==> src/rtl/cache_arbiter_pkg.sv <==
// cache_arbiter_types: shared FSM/grant enums and line-address constants for the cache arbiter.
package cache_arbiter_types;
  localparam int ADDR_W = 32;
  localparam int LINE_W = 256;
  localparam logic [ADDR_W-1:0] LINE_MASK = 32'hFFFF_FFE0;
  typedef enum logic [1:0] {IDLE, BUSY_I, BUSY_D} state_t;
  typedef enum logic {GRANT_I, GRANT_D} grant_t;
endpackage

==> src/rtl/cache_arbiter.sv <==
// cache_arbiter: round-robin arbiter sharing one line-wide memory port between I-cache and D-cache.
module cache_arbiter
  import cache_arbiter_types::*;
(
  input  logic              clk,
  input  logic              reset,
  input  logic [ADDR_W-1:0] icache_addr,
  input  logic              icache_read,
  output logic [LINE_W-1:0] icache_rdata256,
  output logic              icache_resp,
  input  logic [ADDR_W-1:0] dcache_addr,
  input  logic              dcache_read,
  input  logic              dcache_write,
  input  logic [LINE_W-1:0] dcache_wdata256,
  output logic [LINE_W-1:0] dcache_rdata256,
  output logic              dcache_resp,
  output logic [ADDR_W-1:0] pmem_addr,
  output logic              pmem_read,
  output logic              pmem_write,
  output logic [LINE_W-1:0] pmem_wdata256,
  input  logic [LINE_W-1:0] pmem_rdata256,
  input  logic              pmem_resp
);
  state_t            state, next_state;
  grant_t            last_grant, grant;
  logic [ADDR_W-1:0] addr_q;
  logic [LINE_W-1:0] wdata_q;
  logic              write_q;
  logic              d_req;
  always_ff @(posedge clk or posedge reset) begin
    if (reset) begin
      state      <= IDLE;
      last_grant <= GRANT_D;
      addr_q     <= '0;
      write_q    <= 1'b0;
      wdata_q    <= '0;
    end else begin
      state <= next_state;
      if (state == IDLE && next_state != IDLE) begin
        last_grant <= grant;
        addr_q     <= (grant == GRANT_D ? dcache_addr : icache_addr) & LINE_MASK;
        write_q    <= (grant == GRANT_D) & dcache_write;
        wdata_q    <= dcache_wdata256;
      end
    end
  end
  // On a tie the side that did not win last time gets the port.
  always_comb begin
    d_req      = dcache_read | dcache_write;
    grant      = (icache_read & d_req) ? (last_grant == GRANT_D ? GRANT_I : GRANT_D)
                                       : (d_req ? GRANT_D : GRANT_I);
    next_state = (state == IDLE) ? ((icache_read | d_req) ? (grant == GRANT_D ? BUSY_D : BUSY_I) : IDLE)
                                 : (pmem_resp ? IDLE : state);
  end
  always_comb begin
    pmem_addr       = addr_q;
    pmem_wdata256   = wdata_q;
    pmem_read       = (state != IDLE) & ~write_q;
    pmem_write      = (state != IDLE) & write_q;
    icache_resp     = (state == BUSY_I) & pmem_resp;
    dcache_resp     = (state == BUSY_D) & pmem_resp;
    icache_rdata256 = pmem_rdata256;
    dcache_rdata256 = pmem_rdata256;
  end
endmodule

==> config.mk <==
export PLATFORM = sky130hd
export DESIGN_NAME = cache_arbiter
export DESIGN_NICKNAME = d
export VERILOG_FILES = /design/src/rtl/cache_arbiter_pkg.sv /design/src/rtl/cache_arbiter.sv
export SDC_FILE = /design/constraint.sdc
export NUM_CORES = 1
export LEC_CHECK = 0
export ABC_AREA = 1
export CORE_AREA = 10 10 533 535
export CTS_CLUSTER_DIAMETER = 50
export DETAILED_ROUTE_END_ITERATION = 8
export DIE_AREA = 0 0 543 545
export GPL_ROUTABILITY_DRIVEN = 0
export PLACE_DENSITY = 0.33
export SLEW_MARGIN = 20
export SYNTH_ARGS = -nofsm -noshare
export SYNTH_HDL_FRONTEND = slang
export SYNTH_SLANG_ARGS = --single-unit
==> constraint.sdc <==
create_clock -name clk -period 23.8 [get_ports clk]
set_input_delay 4.76 -clock clk [delete_from_list [all_inputs] [get_ports clk]]
set_output_delay 4.76 -clock clk [all_outputs]
set_load 0.05 [all_outputs]
==> reports/results.txt, run 1 <==
VDD IR max: 0.0000811 V
R2R setup slack: 20.20 ns
f_max: 90.1 MHz
RSZ-0062 raised after global routing: no
commonest non-fill, non-tap cell in the layout: nand2_1
CTS tree: yes
Rel. slew slack: 23.2%
critical path launch point type: input pin
number of enable flip-flop cells after synthesis: 0
io pins: 1386
Clk pin slew, worst setup/hold paths: 0.04 ns
Die Height: 545 um
first-pass GRT wire length: 189000 um
Clk Tree Root Cell: clkbuf_16
Final setup viols: 0
Starting DRT DRC Count: 614
routed len/inst: 28.2 um
Slew @ Worst Pin: 1.15 ns
total die area: 296000 sq um
GRT overflow: 0
WL final: 158000 um
post_cts resized: 0
Cell variety after synth: 15
clock skew: 0.0263 ns
Area growth syn-to-layout: 57.3%
Slew Viols, Final: 0
syn_area_per_cell: 8.30 sq um
Num CTS Buffers: 69
clock buffer depth: 3
fillers: 31.6k
Crit. End Element: primary output
H-tree depth: 3
most used cell, CP: clkdlybuf4s50_1
Clock Sink Count: 287
register share of total power: 19.4%
met1 global-route usage: 8.50%
flops & latches, synth: 287
critical path arrival: 6.34 ns
Top Usage Layer GRT: met2
number of antenna violations at the first check in global routing: 116
largest net degree at the start of global routing: 128
Hold Startpoint: pmem_wdata256[150]
Cells after Synth: 1866
hold depth: 2
Crit Path Category: in2out
Buf+Inv Stages, Crit Path: 3
Final period util: 46.7%
crit-path leading delay family: buffers and inverters
vias in the first global route: 13.8k
met2 Track Usage GR: 15.1%
max-cap viol count: 0
post-layout min period: 11.10 ns
Comb power frac: 57.2%
Final ANT Viol Nets: 0
first-pass iteration count of the detailed router: 5
sequence of cells on the critical path: clkdlybuf4s50_1 -> inv_1 -> nor3_1 -> clkdlybuf4s50_1
Reg area: 7180 sq um
vias per inst: 2.37
Worst path slowest cell: clkdlybuf4s50_1
Layout Nets: 2525
Yosys Warn Count: 0
die width: 543 um
total number of vias: 13.2k
Total Power: 4.48 mW
Total GRT Usage: 10.1%
Clock power frac: 23.4%
synthesized area: 15500 sq um
commonest cells after routing, fill and taps aside: nand2_1 (658), clkdlybuf4s50_1 (596), dfrtp_1 (286)
Psw: 2.43 mW
worst r2r path cells: 9
crit-path max cell delay: 0.84 ns
RR Startpoint: state[1]
Hold-fix buffers, CTS: 0
grt met3 use: 10.4%
core box area: 273000 sq um
Worst R2R End: pmem_wdata256[84]
leakage power: 9.91 nW
floorplan row count: 192
Post-synth ARST share: 100%
Initial Util: 5.68%
CP Max Fanout: 3
Worst-Skew Late Latency: 0.68 ns
Post-Route Setup TNS: 0 ns
Worst Hold Endpoint: pmem_wdata256[150]
status: completed
HP Class: reg2reg
register area share after synthesis: 46.4%
Switching Share: 54.3%
Port-buffer cells: 602
final hold viol count: 0
Synth Flop Type: dfrtp_1
post-CTS setup buffer count: 0
Remaining DRCs: 0
Pwr Density: 184 nW/um^2
placed wire-length estimate: 136000 um
Critical Path RT: 19.04 ns
layout cell share with drive strength beyond 1: 7.26%
area occupied by multi-input gates: 4000 sq um
Internal Power: 2.05 mW
[kinds of logic after synthesis]
family	synth area share (%)
simple gates	25.5
buf+inv	28.1
flops	46.4
other cells	0.0242
[final cells by class]
class | count | area share (%)
Timing Repair Buffer | 616 | 25.2
Sequential cell | 287 | 29.5
Inverter | 9 | 0.169
Antenna cell | 9 | 0.0924
Multi-Input combinational cell | 960 | 16.4
Clock buffer | 86 | 7.76
Clock inverter | 39 | 2.43
Tap cell | 3589 | 18.4
[how the worst max path moves through the flow]
stage / from / endpoint / slack (ns) / depth (start not counted)
floorplan: reset / pmem_addr[10] / 11.12 / 1
global placement: pmem_resp / icache_resp / 12.70 / 4
detailed placement: pmem_resp / icache_resp / 12.68 / 4
CTS: pmem_resp / icache_resp / 12.67 / 4
global route: pmem_resp / icache_resp / 12.65 / 4
finish: pmem_resp / icache_resp / 12.70 / 4
[metal layers]
layer / wire length, um / up-vias
met5: 319 / -
met4: 10300 / 24
met3: 35400 / 600
met2: 66200 / 1225
met1: 45400 / 5843
li1: - / 5550
[flip-flops by register name, summed over array words and instances, names as in the netlist]
register,cells
write_q,1
pmem_wdata256,256
last_grant,1
state,2
pmem_addr,27
[cell usage after synthesis (2+ instances only)]
master	instances	area share (%)
inv_2	2	0.048
nand2_1	658	16
nand2_2	2	0.081
nor2_1	8	0.19
clkbuf_1	37	0.90
buf_4	518	25
buf_2	57	1.8
dfrtp_1	286	46
buf_1	2	0.048
inv_1	7	0.17
nand3_1	285	9.2
[worst reg2reg max path, delay by kind of cell, from the launching register on]
kind / cells / cell delay (ns)
simple gates: 6 / 1.68
flops: 1 / 0.42
buf+inv: 3 / 1.41
[power groups by stage]
| stage | combinational, mW | clock (mW) | sequential [mW] |
|---|---|---|---|
| global placement | 2.66 | 0 | 0.869 |
| CTS | 2.65 | 1.10 | 0.873 |
| detailed placement | 2.65 | 0 | 0.877 |
| finish | 2.56 | 1.05 | 0.869 |
| global route | 2.79 | 1.11 | 0.903 |
| floorplan | 0.863 | 0 | 1.66 |
[metrics by stage]
stage                     area, sq um  std cells  hold WS [ns]  setup slack [ns]  utilization, %
after global routing            24400       5590         0.487             12.65            8.93
final                           24400       5595         0.465             12.70            8.93
after global placement          21900       5461         0.456             12.70            8.01
after detailed placement        21900       5461         0.458             12.68            8.01
after CTS                       24400       5586         0.470             12.67            8.92
after floorplan                 15500       1870         0.451             11.12               -
Power figures use the tool's default switching activity.
==> run 2: changes to the inputs <==
==> constraint.sdc (replaced) <==
create_clock -name clk -period 11.2 [get_ports clk]
set_input_delay 2.24 -clock clk [delete_from_list [all_inputs] [get_ports clk]]
set_output_delay 2.24 -clock clk [all_outputs]
set_load 0.05 [all_outputs]
==> reports/results.txt, run 2 (synthesis results as in run 1) <==
critical path arrival: 3.80 ns (-2.54 ns)
max reg flops: 256 (unchanged)
fillers: 31.7k (+0.40%)
post-layout min period: 6.04 ns
Crit. End Element: primary output
critical path startpoint: pmem_resp
Critical Path RT: 8.96 ns (-10.08 ns)
Final ANT Viol Nets: 0 (unchanged)
Rel. slew slack: 22.4% (-0.77 points)
Die Height: 545 um (unchanged)
io pins: 1386 (unchanged)
WL final: 158000 um (+0.38%)
Final setup viols: 0 (unchanged)
Clk pin slew, worst setup/hold paths: 0.04 ns (about the same)
Num CTS Buffers: 69 (unchanged)
post-CTS setup buffer count: 0 (unchanged)
worst r2r path cells: 10 (+1)
sequence of cells on the critical path: clkdlybuf4s50_1 -> inv_1 -> nor3_1 -> clkdlybuf4s50_1
RR Startpoint: state[1]
layout cell share with drive strength beyond 1: 6.87% (-0.39 points)
clock buffer depth: 3 (unchanged)
floorplan row count: 192 (unchanged)
CTS tree: yes
VDD IR max: 0.000185 V (+130%)
Area growth syn-to-layout: 56.8%
Psw: 5.17 mW (+110%)
Pwr Density: 390 nW/um^2 (+110%)
most used cell, CP: clkdlybuf4s50_1
Slew @ Worst Pin: 1.16 ns (+0.0115 ns)
critical path launch point type: input pin
register share of total power: 19.5% (about the same)
clock skew: 0.0252 ns (-0.00114 ns)
CP Max Fanout: 3 (unchanged)
Remaining DRCs: 0 (unchanged)
vias in the first global route: 13.9k (+0.56%)
Initial Util: 5.68% (unchanged)
crit-path max cell delay: 0.84 ns (about the same)
Slew Viols, Final: 0 (unchanged)
RSZ-0062 raised after global routing: no
Post-Route Setup TNS: 0 ns (unchanged)
R2R setup slack: 6.44 ns (-13.76 ns)
Crit Path Category: in2out
area occupied by multi-input gates: 4000 sq um (unchanged)
commonest cells after routing, fill and taps aside: nand2_1 (658), clkdlybuf4s50_1 (596), dfrtp_1 (286)
Comb power frac: 57.6% (+0.4 points)
HP Class: reg2reg
Hold-fix buffers, CTS: 0 (unchanged)
final hold viol count: 0 (unchanged)
leakage power: 9.87 nW (-0.46%)
Worst path slowest cell: clkdlybuf4s50_1
Layout Nets: 2523 (-0.079%)
max-cap viol count: 0 (unchanged)
f_max: 166 MHz
total number of vias: 13.3k (+0.38%)
Worst Setup EP: icache_resp
number of antenna violations at the first check in global routing: 122 (+5.2%)
die width: 543 um (unchanged)
final hold slack: 0.466 ns (+0.000797 ns)
Clock Sink Count: 287 (unchanged)
placed wire-length estimate: 136000 um (about the same)
largest net degree at the start of global routing: 145 (+13%)
commonest non-fill, non-tap cell in the layout: nand2_1
first-pass iteration count of the detailed router: 5 (unchanged)
routed len/inst: 28.3 um (+0.41%)
Final period util: 53.9%
Switching Share: 54.5% (+0.24 points)
Total GRT Usage: 10.1% (+0.029 points)
status: completed
Clk Tree Root Cell: clkbuf_16
Clock power frac: 23.0% (-0.4 points)
Port-buffer cells: 602 (unchanged)
Starting DRT DRC Count: 751 (+22%)
post_cts resized: 0 (unchanged)
vias per inst: 2.38 (+0.41%)
Internal Power: 4.32 mW (+110%)
Worst-Skew Late Latency: 0.65 ns (-0.03 ns)
GRT overflow: 0 (unchanged)
first-pass GRT wire length: 189000 um (+0.15%)
core box area: 273000 sq um (unchanged)
H-tree depth: 3 (unchanged)
Reg area: 7180 sq um (unchanged)
total die area: 296000 sq um (unchanged)
Core Util, Final: 8.91% (-0.027 points)
Worst R2R End: pmem_wdata256[80]
[run 2: how the worst min path moves through the flow]
stage	start	to	slack [ns]	cells past startpoint
6_report	pmem_wdata256[142]	pmem_wdata256[142]	0.47	2
3_5_place_dp	pmem_wdata256[213]	pmem_wdata256[213]	0.46	2
2_1_floorplan	last_grant	last_grant	0.45	2
4_1_cts	pmem_wdata256[142]	pmem_wdata256[142]	0.47	2
5_1_grt	pmem_wdata256[3]	pmem_wdata256[3]	0.48	2
3_3_place_gp	pmem_wdata256[156]	pmem_wdata256[156]	0.46	2
[run 2: cell type report]
class                   count  area share, %
diodes                     11          0.113
clock buffers              81           7.33
clock inverters            42           2.57
inverters                   9          0.170
multi-input cells         960           16.5
flip-flops and latches    287           29.6
well taps                3589           18.5
repair buffers            614           25.3
[run 2: critical path, delay by kind of cell]
family	cells	cell delay [ns]
buffers and inverters	3	1.42
AND/OR/NAND/NOR	1	0.13
[run 2: power by group through the flow]
stage / logic (mW) / registers, mW / clock network, mW
after global placement: 5.65 / 1.85 / 0
final: 5.46 / 1.85 / 2.18
after detailed placement: 5.64 / 1.86 / 0
after CTS: 5.65 / 1.86 / 2.29
after global routing: 5.94 / 1.92 / 2.32
after floorplan: 1.83 / 3.53 / 0
[run 2: routing by layer]
layer  track usage [%]  vias to the layer above  wire, um
met5              1.57                        -       726
met1              8.15                     5886     44000
met2              15.3                     1240     66600
met3              10.8                      604     36800
li1                  -                     5532         -
met4              5.31                       30     10100
[run 2: stage by stage]
step | total power, mW | setup slack (ns) | instances | cell area [sq um]
global route | 10.2 | 5.09 | 5585 | 24300
detailed placement | 7.50 | 5.14 | 5459 | 21900
global placement | 7.50 | 5.10 | 5459 | 21900
floorplan | 5.36 | 1.04 | 1870 | 15500
CTS | 9.79 | 5.14 | 5582 | 24300
finish | 9.49 | 5.16 | 5593 | 24300
